### config.mk
export PLATFORM = sky130hd
export DESIGN_NAME = math24_client
export DESIGN_NICKNAME = d
export VERILOG_FILES = /design/src/rtl/math24_pkg.sv /design/src/rtl/math24_client.sv
export SDC_FILE = /design/constraint.sdc
export NUM_CORES = 1
export LEC_CHECK = 0
export CAP_MARGIN = 20
export CORE_MARGIN = 2
export CORE_UTILIZATION = 40
export DETAILED_ROUTE_END_ITERATION = 8
export GPL_TIMING_DRIVEN = 0
export PLACE_DENSITY = 0.69
export SYNTH_ARGS = -nofsm -noshare
export SYNTH_HDL_FRONTEND = slang
export SYNTH_SLANG_ARGS = --single-unit
export TNS_END_PERCENT = 10
### constraint.sdc
create_clock -name iw_clk -period 11.4 [get_ports iw_clk]
set_clock_uncertainty 0.05 [all_clocks]
set_input_delay 3.42 -clock iw_clk [delete_from_list [all_inputs] [get_ports iw_clk]]
set_output_delay 3.42 -clock iw_clk [all_outputs]
set_load 0.05 [all_outputs]
### src/rtl/math24_pkg.sv
// Shared definitions for the 24-bit math coprocessor client: CSR map, CTRL/STATUS
// field positions, op codes and the client FSM state type.
package math24_pkg;

    localparam int DATA_W    = 24;
    localparam int CSR_AW    = 8;
    localparam int DRAIN_LEN = 3;

    localparam logic [CSR_AW-1:0] CSR_MATH_CTRL   = 8'h40;
    localparam logic [CSR_AW-1:0] CSR_MATH_STATUS = 8'h41;
    localparam logic [CSR_AW-1:0] CSR_MATH_OPA    = 8'h42;
    localparam logic [CSR_AW-1:0] CSR_MATH_OPB    = 8'h43;
    localparam logic [CSR_AW-1:0] CSR_MATH_OPC    = 8'h44;
    localparam logic [CSR_AW-1:0] CSR_MATH_RES0   = 8'h45;
    localparam logic [CSR_AW-1:0] CSR_MATH_RES1   = 8'h46;

    localparam int CTRL_START = 0;
    localparam int CTRL_OP_LO = 1;
    localparam int CTRL_OP_HI = 4;

    localparam int ST_READY = 0;
    localparam int ST_BUSY  = 1;
    localparam int ST_DIV0  = 2;

    localparam logic [3:0] OP_MULU    = 4'h0;
    localparam logic [3:0] OP_MULS    = 4'h1;
    localparam logic [3:0] OP_DIVU    = 4'h2;
    localparam logic [3:0] OP_DIVS    = 4'h3;
    localparam logic [3:0] OP_MODU    = 4'h4;
    localparam logic [3:0] OP_MODS    = 4'h5;
    localparam logic [3:0] OP_MINU    = 4'h6;
    localparam logic [3:0] OP_MINS    = 4'h7;
    localparam logic [3:0] OP_MAXU    = 4'h8;
    localparam logic [3:0] OP_MAXS    = 4'h9;
    localparam logic [3:0] OP_ADDS    = 4'hA;
    localparam logic [3:0] OP_SUBS    = 4'hB;
    localparam logic [3:0] OP_CLAMP_U = 4'hC;
    localparam logic [3:0] OP_CLAMP_S = 4'hD;

    typedef enum logic [3:0] {
        S_IDLE, S_WR_OPA, S_WR_OPB, S_WR_OPC, S_WR_STAT, S_WR_CTRL,
        S_WAIT_ACK, S_WAIT_RDY, S_DRAIN, S_RD_RES0, S_RD_RES1, S_RSP
    } state_t;

    // CTRL word that launches an operation: op field plus START.
    function automatic logic [DATA_W-1:0] ctrl_word(input logic [3:0] op);
        return {19'd0, op, 1'b1};
    endfunction

endpackage

### src/rtl/math24_client.sv
// Command-side initiator: loads the MATH CSRs for one request, polls the coprocessor
// until it finishes (or times out) and returns the results as a single response.
module math24_client
    import math24_pkg::*;
#(
    parameter int TIMEOUT = 64
) (
    input  logic              iw_clk,
    input  logic              iw_rst_n,
    input  logic              iw_req_valid,
    output logic              ow_req_ready,
    input  logic [3:0]        iw_req_op,
    input  logic [DATA_W-1:0] iw_req_opa,
    input  logic [DATA_W-1:0] iw_req_opb,
    input  logic [DATA_W-1:0] iw_req_opc,
    output logic              ow_rsp_valid,
    input  logic              iw_rsp_ready,
    output logic [DATA_W-1:0] ow_rsp_res0,
    output logic [DATA_W-1:0] ow_rsp_res1,
    output logic              ow_rsp_div0,
    output logic              ow_rsp_timeout,
    output logic              ow_csr_wen,
    output logic [CSR_AW-1:0] ow_csr_waddr,
    output logic [DATA_W-1:0] ow_csr_wdata,
    input  logic              iw_csr_wgrant,
    output logic [CSR_AW-1:0] ow_csr_raddr,
    input  logic [DATA_W-1:0] iw_csr_rdata
);

    localparam int TW = $clog2(TIMEOUT + 1);
    localparam logic [TW-1:0] T_LAST = TW'(TIMEOUT - 1);
    localparam logic [1:0]    D_LAST = 2'(DRAIN_LEN - 1);

    state_t            state;
    logic [TW-1:0]     tcnt;
    logic [1:0]        dcnt;
    logic [3:0]        op_q;
    logic [DATA_W-1:0] opb_q;
    logic [DATA_W-1:0] opc_q;

    logic accept;
    assign accept = (state == S_IDLE) && iw_req_valid && ow_req_ready;

    // Operand capture: OPA goes straight to the write port, the rest wait their turn.
    always_ff @(posedge iw_clk) begin
        if (accept) begin
            op_q  <= iw_req_op;
            opb_q <= iw_req_opb;
            opc_q <= iw_req_opc;
        end
    end

    always_ff @(posedge iw_clk or negedge iw_rst_n) begin
        if (!iw_rst_n) begin
            state          <= S_IDLE;
            tcnt           <= '0;
            dcnt           <= '0;
            ow_req_ready   <= 1'b0;
            ow_rsp_valid   <= 1'b0;
            ow_rsp_res0    <= '0;
            ow_rsp_res1    <= '0;
            ow_rsp_div0    <= 1'b0;
            ow_rsp_timeout <= 1'b0;
            ow_csr_wen     <= 1'b0;
            ow_csr_waddr   <= '0;
            ow_csr_wdata   <= '0;
            ow_csr_raddr   <= '0;
        end else begin
            case (state)
                S_IDLE: begin
                    ow_req_ready <= 1'b1;
                    if (accept) begin
                        ow_req_ready <= 1'b0;
                        ow_csr_wen   <= 1'b1;
                        ow_csr_waddr <= CSR_MATH_OPA;
                        ow_csr_wdata <= iw_req_opa;
                        state        <= S_WR_OPA;
                    end
                end
                S_WR_OPA: if (iw_csr_wgrant) begin
                    ow_csr_waddr <= CSR_MATH_OPB;
                    ow_csr_wdata <= opb_q;
                    state        <= S_WR_OPB;
                end
                S_WR_OPB: if (iw_csr_wgrant) begin
                    ow_csr_waddr <= CSR_MATH_OPC;
                    ow_csr_wdata <= opc_q;
                    state        <= S_WR_OPC;
                end
                S_WR_OPC: if (iw_csr_wgrant) begin
                    ow_csr_waddr <= CSR_MATH_STATUS;
                    ow_csr_wdata <= '0;
                    state        <= S_WR_STAT;
                end
                S_WR_STAT: if (iw_csr_wgrant) begin
                    ow_csr_waddr <= CSR_MATH_CTRL;
                    ow_csr_wdata <= ctrl_word(op_q);
                    state        <= S_WR_CTRL;
                end
                S_WR_CTRL: if (iw_csr_wgrant) begin
                    ow_csr_wen   <= 1'b0;
                    ow_csr_waddr <= '0;
                    ow_csr_wdata <= '0;
                    ow_csr_raddr <= CSR_MATH_CTRL;
                    tcnt         <= '0;
                    state        <= S_WAIT_ACK;
                end
                // Coprocessor acknowledges by clearing START.
                S_WAIT_ACK: begin
                    if (!iw_csr_rdata[CTRL_START]) begin
                        ow_csr_raddr <= CSR_MATH_STATUS;
                        tcnt         <= '0;
                        state        <= S_WAIT_RDY;
                    end else if (tcnt == T_LAST) begin
                        ow_csr_raddr   <= '0;
                        ow_rsp_valid   <= 1'b1;
                        ow_rsp_res0    <= '0;
                        ow_rsp_res1    <= '0;
                        ow_rsp_div0    <= 1'b0;
                        ow_rsp_timeout <= 1'b1;
                        state          <= S_RSP;
                    end else begin
                        tcnt <= tcnt + 1'b1;
                    end
                end
                S_WAIT_RDY: begin
                    if (iw_csr_rdata[ST_READY] && !iw_csr_rdata[ST_BUSY]) begin
                        if (iw_csr_rdata[ST_DIV0]) begin
                            ow_csr_raddr <= '0;
                            dcnt         <= '0;
                            state        <= S_DRAIN;
                        end else begin
                            ow_csr_raddr <= CSR_MATH_RES0;
                            state        <= S_RD_RES0;
                        end
                    end else if (tcnt == T_LAST) begin
                        ow_csr_raddr   <= '0;
                        ow_rsp_valid   <= 1'b1;
                        ow_rsp_res0    <= '0;
                        ow_rsp_res1    <= '0;
                        ow_rsp_div0    <= 1'b0;
                        ow_rsp_timeout <= 1'b1;
                        state          <= S_RSP;
                    end else begin
                        tcnt <= tcnt + 1'b1;
                    end
                end
                // Let the coprocessor finish its writeback before releasing the bus.
                S_DRAIN: begin
                    dcnt <= dcnt + 1'b1;
                    if (dcnt == D_LAST) begin
                        ow_rsp_valid   <= 1'b1;
                        ow_rsp_res0    <= '0;
                        ow_rsp_res1    <= '0;
                        ow_rsp_div0    <= 1'b1;
                        ow_rsp_timeout <= 1'b0;
                        state          <= S_RSP;
                    end
                end
                S_RD_RES0: begin
                    ow_rsp_res0  <= iw_csr_rdata;
                    ow_csr_raddr <= CSR_MATH_RES1;
                    state        <= S_RD_RES1;
                end
                S_RD_RES1: begin
                    ow_rsp_res1    <= iw_csr_rdata;
                    ow_csr_raddr   <= '0;
                    ow_rsp_valid   <= 1'b1;
                    ow_rsp_div0    <= 1'b0;
                    ow_rsp_timeout <= 1'b0;
                    state          <= S_RSP;
                end
                S_RSP: if (iw_rsp_ready) begin
                    ow_rsp_valid <= 1'b0;
                    ow_req_ready <= 1'b1;
                    state        <= S_IDLE;
                end
                default: state <= S_IDLE;
            endcase
        end
    end

endmodule
==> impl_metrics.env <==
export IMPL_synth_ff_type="dfrtp_1"
export IMPL_leakage_uw=0.003859
export IMPL_period_share=0.4499
export IMPL_dp_hpwl_microns=12380
export IMPL_min_path_cells=1
export IMPL_start_kind="register"
export IMPL_stdcell_count=924
export IMPL_max_slew_worst_pin_slew_ns=0.7500
export IMPL_diodes=0
export IMPL_ctsHoldBuffers=0
export IMPL_finalPower_uw=2364
export IMPL_setup_tns_ns=0
export IMPL_worstPathArrival_ns=1.66
export IMPL_final_max_slew_viol_count=0
export IMPL_worstHoldStart="ow_csr_raddr[5]"
export IMPL_powerDensity_nw_per_um2=255.1
export IMPL_reg2reg_to="ow_csr_wdata[14]"
export IMPL_numClockSinks=154
export IMPL_setup_ws_ns=6.271
export IMPL_grt_overflow_total=0
export IMPL_die_area_sq_um=17040
export IMPL_vias=4923
export IMPL_synth_most_common_cell="dfrtp_1"
export IMPL_grt_max_degree=70
export IMPL_synth_distinct_cells=52
export IMPL_fmax_mhz=195.0
export IMPL_vdd_drop_max_v=0.0001246
export IMPL_synthTopCellsByArea="dfrtp_1 40%, edfxtp_1 24%, a22o_1 7.1%"
export IMPL_avgSynthCellArea_sq_um=13.48
export IMPL_dr_pass1_iters=7
export IMPL_critPathBufInv=1
export IMPL_crit_type="register to output port"
export IMPL_drive_above_1_share=0.1257
export IMPL_final_area_sq_um=9269
export IMPL_post_dp_cell_area_sq_um=8693
export IMPL_crit_path_start="ow_req_ready"
export IMPL_maxCapViolations=0
export IMPL_ys_async_sr_fraction=0.6623
export IMPL_hp_class="register to register"
export IMPL_clock_root_buffer="clkbuf_16"
export IMPL_avgViaCountPerCell=5.328
export IMPL_core_sq_um=15770
export IMPL_final_hold_viol_count=0
export IMPL_synth_edf_count=52
export IMPL_fin_nets=802
export IMPL_synthTopCellsByCount="102 x dfrtp_1, 52 x a22o_1, 52 x edfxtp_1"
export IMPL_ys_warn_count=0
export IMPL_yosysSeqAreaShare=0.6423
export IMPL_synth_cell_area_sq_um=6405
export IMPL_dp_cells=892
export IMPL_clockBufferDepth=2
export IMPL_max_stage_delay_ns=0.83
export IMPL_required_ns=7.93
export IMPL_slew_headroom=0.4973
export IMPL_start_util=0.4061
export IMPL_wire_per_inst_microns=18.38
export IMPL_post_route_min_period_ns=5.129
export IMPL_insertion_delay_ns=0.42
export IMPL_synth_largest_area_cell="dfrtp_1"
export IMPL_grt_pass1_vias=4996
export IMPL_post_place_ws_ns=5.903
export IMPL_portBuffers=193
export IMPL_grtUsageTotal=0.2008
export IMPL_core_rowCount=46
export IMPL_worst_path_max_fanout=4
export IMPL_gp_congestion=0.9042
export IMPL_crit_family="buffers and inverters"
export IMPL_synth_top_area_frac=0.3985
export IMPL_cts_tree="yes"
export IMPL_drtIter0Drc=282
export IMPL_pin_count=198
export IMPL_worstReg2RegStart="state[0]"
export IMPL_synth_cells=475
export IMPL_slowest_stage="clkdlybuf4s50_1"
export IMPL_die_w_microns=130.5
export IMPL_synth_seq_cells=154
export IMPL_end_kind="output port"
export IMPL_syn2layout_area_growth_pct=44.72
export IMPL_cp_cell_sequence="clkdlybuf4s50_1"
export IMPL_drc_errors=0
export IMPL_rrSetupSlack_ns=9.01
export IMPL_die_h_microns=130.5
export IMPL_min_to="ow_csr_raddr[5]"
export IMPL_cts_buffers=17
export IMPL_rsz0062_at_grt="no"
export IMPL_outcome="completed"
export IMPL_grt_pass1_wl_microns=26210
export IMPL_cts_repair_resized=0
export IMPL_h_tree_depth=4
export IMPL_setup_viol=0
export IMPL_r2r_cells=5
export IMPL_ant_nets=0
export IMPL_clk_pin_slew_ns=0.06
export IMPL_antenna_found_initial=0
export IMPL_drt_total_wl_microns=16990
export IMPL_postCtsSetupBuffers=0
## how the worst max path moves through the flow
stage / end / cells past startpoint
floorplan: op_q[0] / 2
global placement: opb_q[13] / 3
detailed placement: ow_rsp_res1[18] / 6
CTS: ow_req_ready / 1
global route: ow_req_ready / 1
finish: ow_req_ready / 1
## cell families after synthesis
family	count (synthesis)	share of synthesized area
muxes	34	0.05548
other	1	0.0005855
adders and majority gates	2	0.003906
xor gates and xnor gates	1	0.001368
DFF	154	0.6423
buffers and inverters	64	0.04630
and+or+nand+nor	89	0.08576
AOI/OAI and AO/OA	130	0.1643
## layer usage
| layer | up-vias | routed length, microns | share of wire | track usage |
|---|---|---|---|---|
| li1 | 2246 | - | - | - |
| met1 | 2457 | 7353 | 0.43 | 0.2594 |
| met2 | 193 | 7906 | 0.47 | 0.3165 |
| met3 | 27 | 1450 | 0.085 | 0.06963 |
| met4 | 0 | 276 | 0.016 | 0.07196 |
| met5 | - | 0 | 0 | 0 |
## layout make-up
class	instances	area (sq um)
multi-input cells	260	2011
inverters	30	112.6
clock buffers	19	432.9
flip-flops and latches	154	4114
clock inverters	13	142.6
fillers	1309	6501
plain buffers	34	183.9
well taps	216	270.3
repair buffers	198	2002
## where the power goes
part	switching (uW)	internal [uW]	total (uW)
Combinational	656	400	1060
Clock	228	324	552
Sequential	70.1	687	757
Total	954	1410	2360
## flip-flops by register name (all words and copies together) (netlist names), 7 cells and up
name          count
opb_q            24
ow_rsp_res1      24
opc_q            24
ow_csr_raddr      8
ow_rsp_res0      24
ow_csr_wdata     24
tcnt              7
## cell usage in the layout (no fill, tap or decap), drive strengths merged, types with 12 or more instances in the layout
cell           instances
a21oi                 13
a222oi                20
a22o                  52
buf                   33
clkbuf                26
clkdlybuf4s50        192
dfrtp                102
edfxtp                52
inv                   33
mux2                  12
mux2i                 22
nand3b                12
nor2                  16
nor3                  13
o21ai                 14
## per-stage QoR
stage | utilization | hold slack (ns)
floorplan | - | 0.4201
global placement | 0.5465 | 0.4320
detailed placement | 0.5513 | 0.4389
CTS | 0.5878 | 0.4515
global route | 0.5878 | 0.4655
finish | 0.5878 | 0.4501
Power figures use the tool's default switching activity.
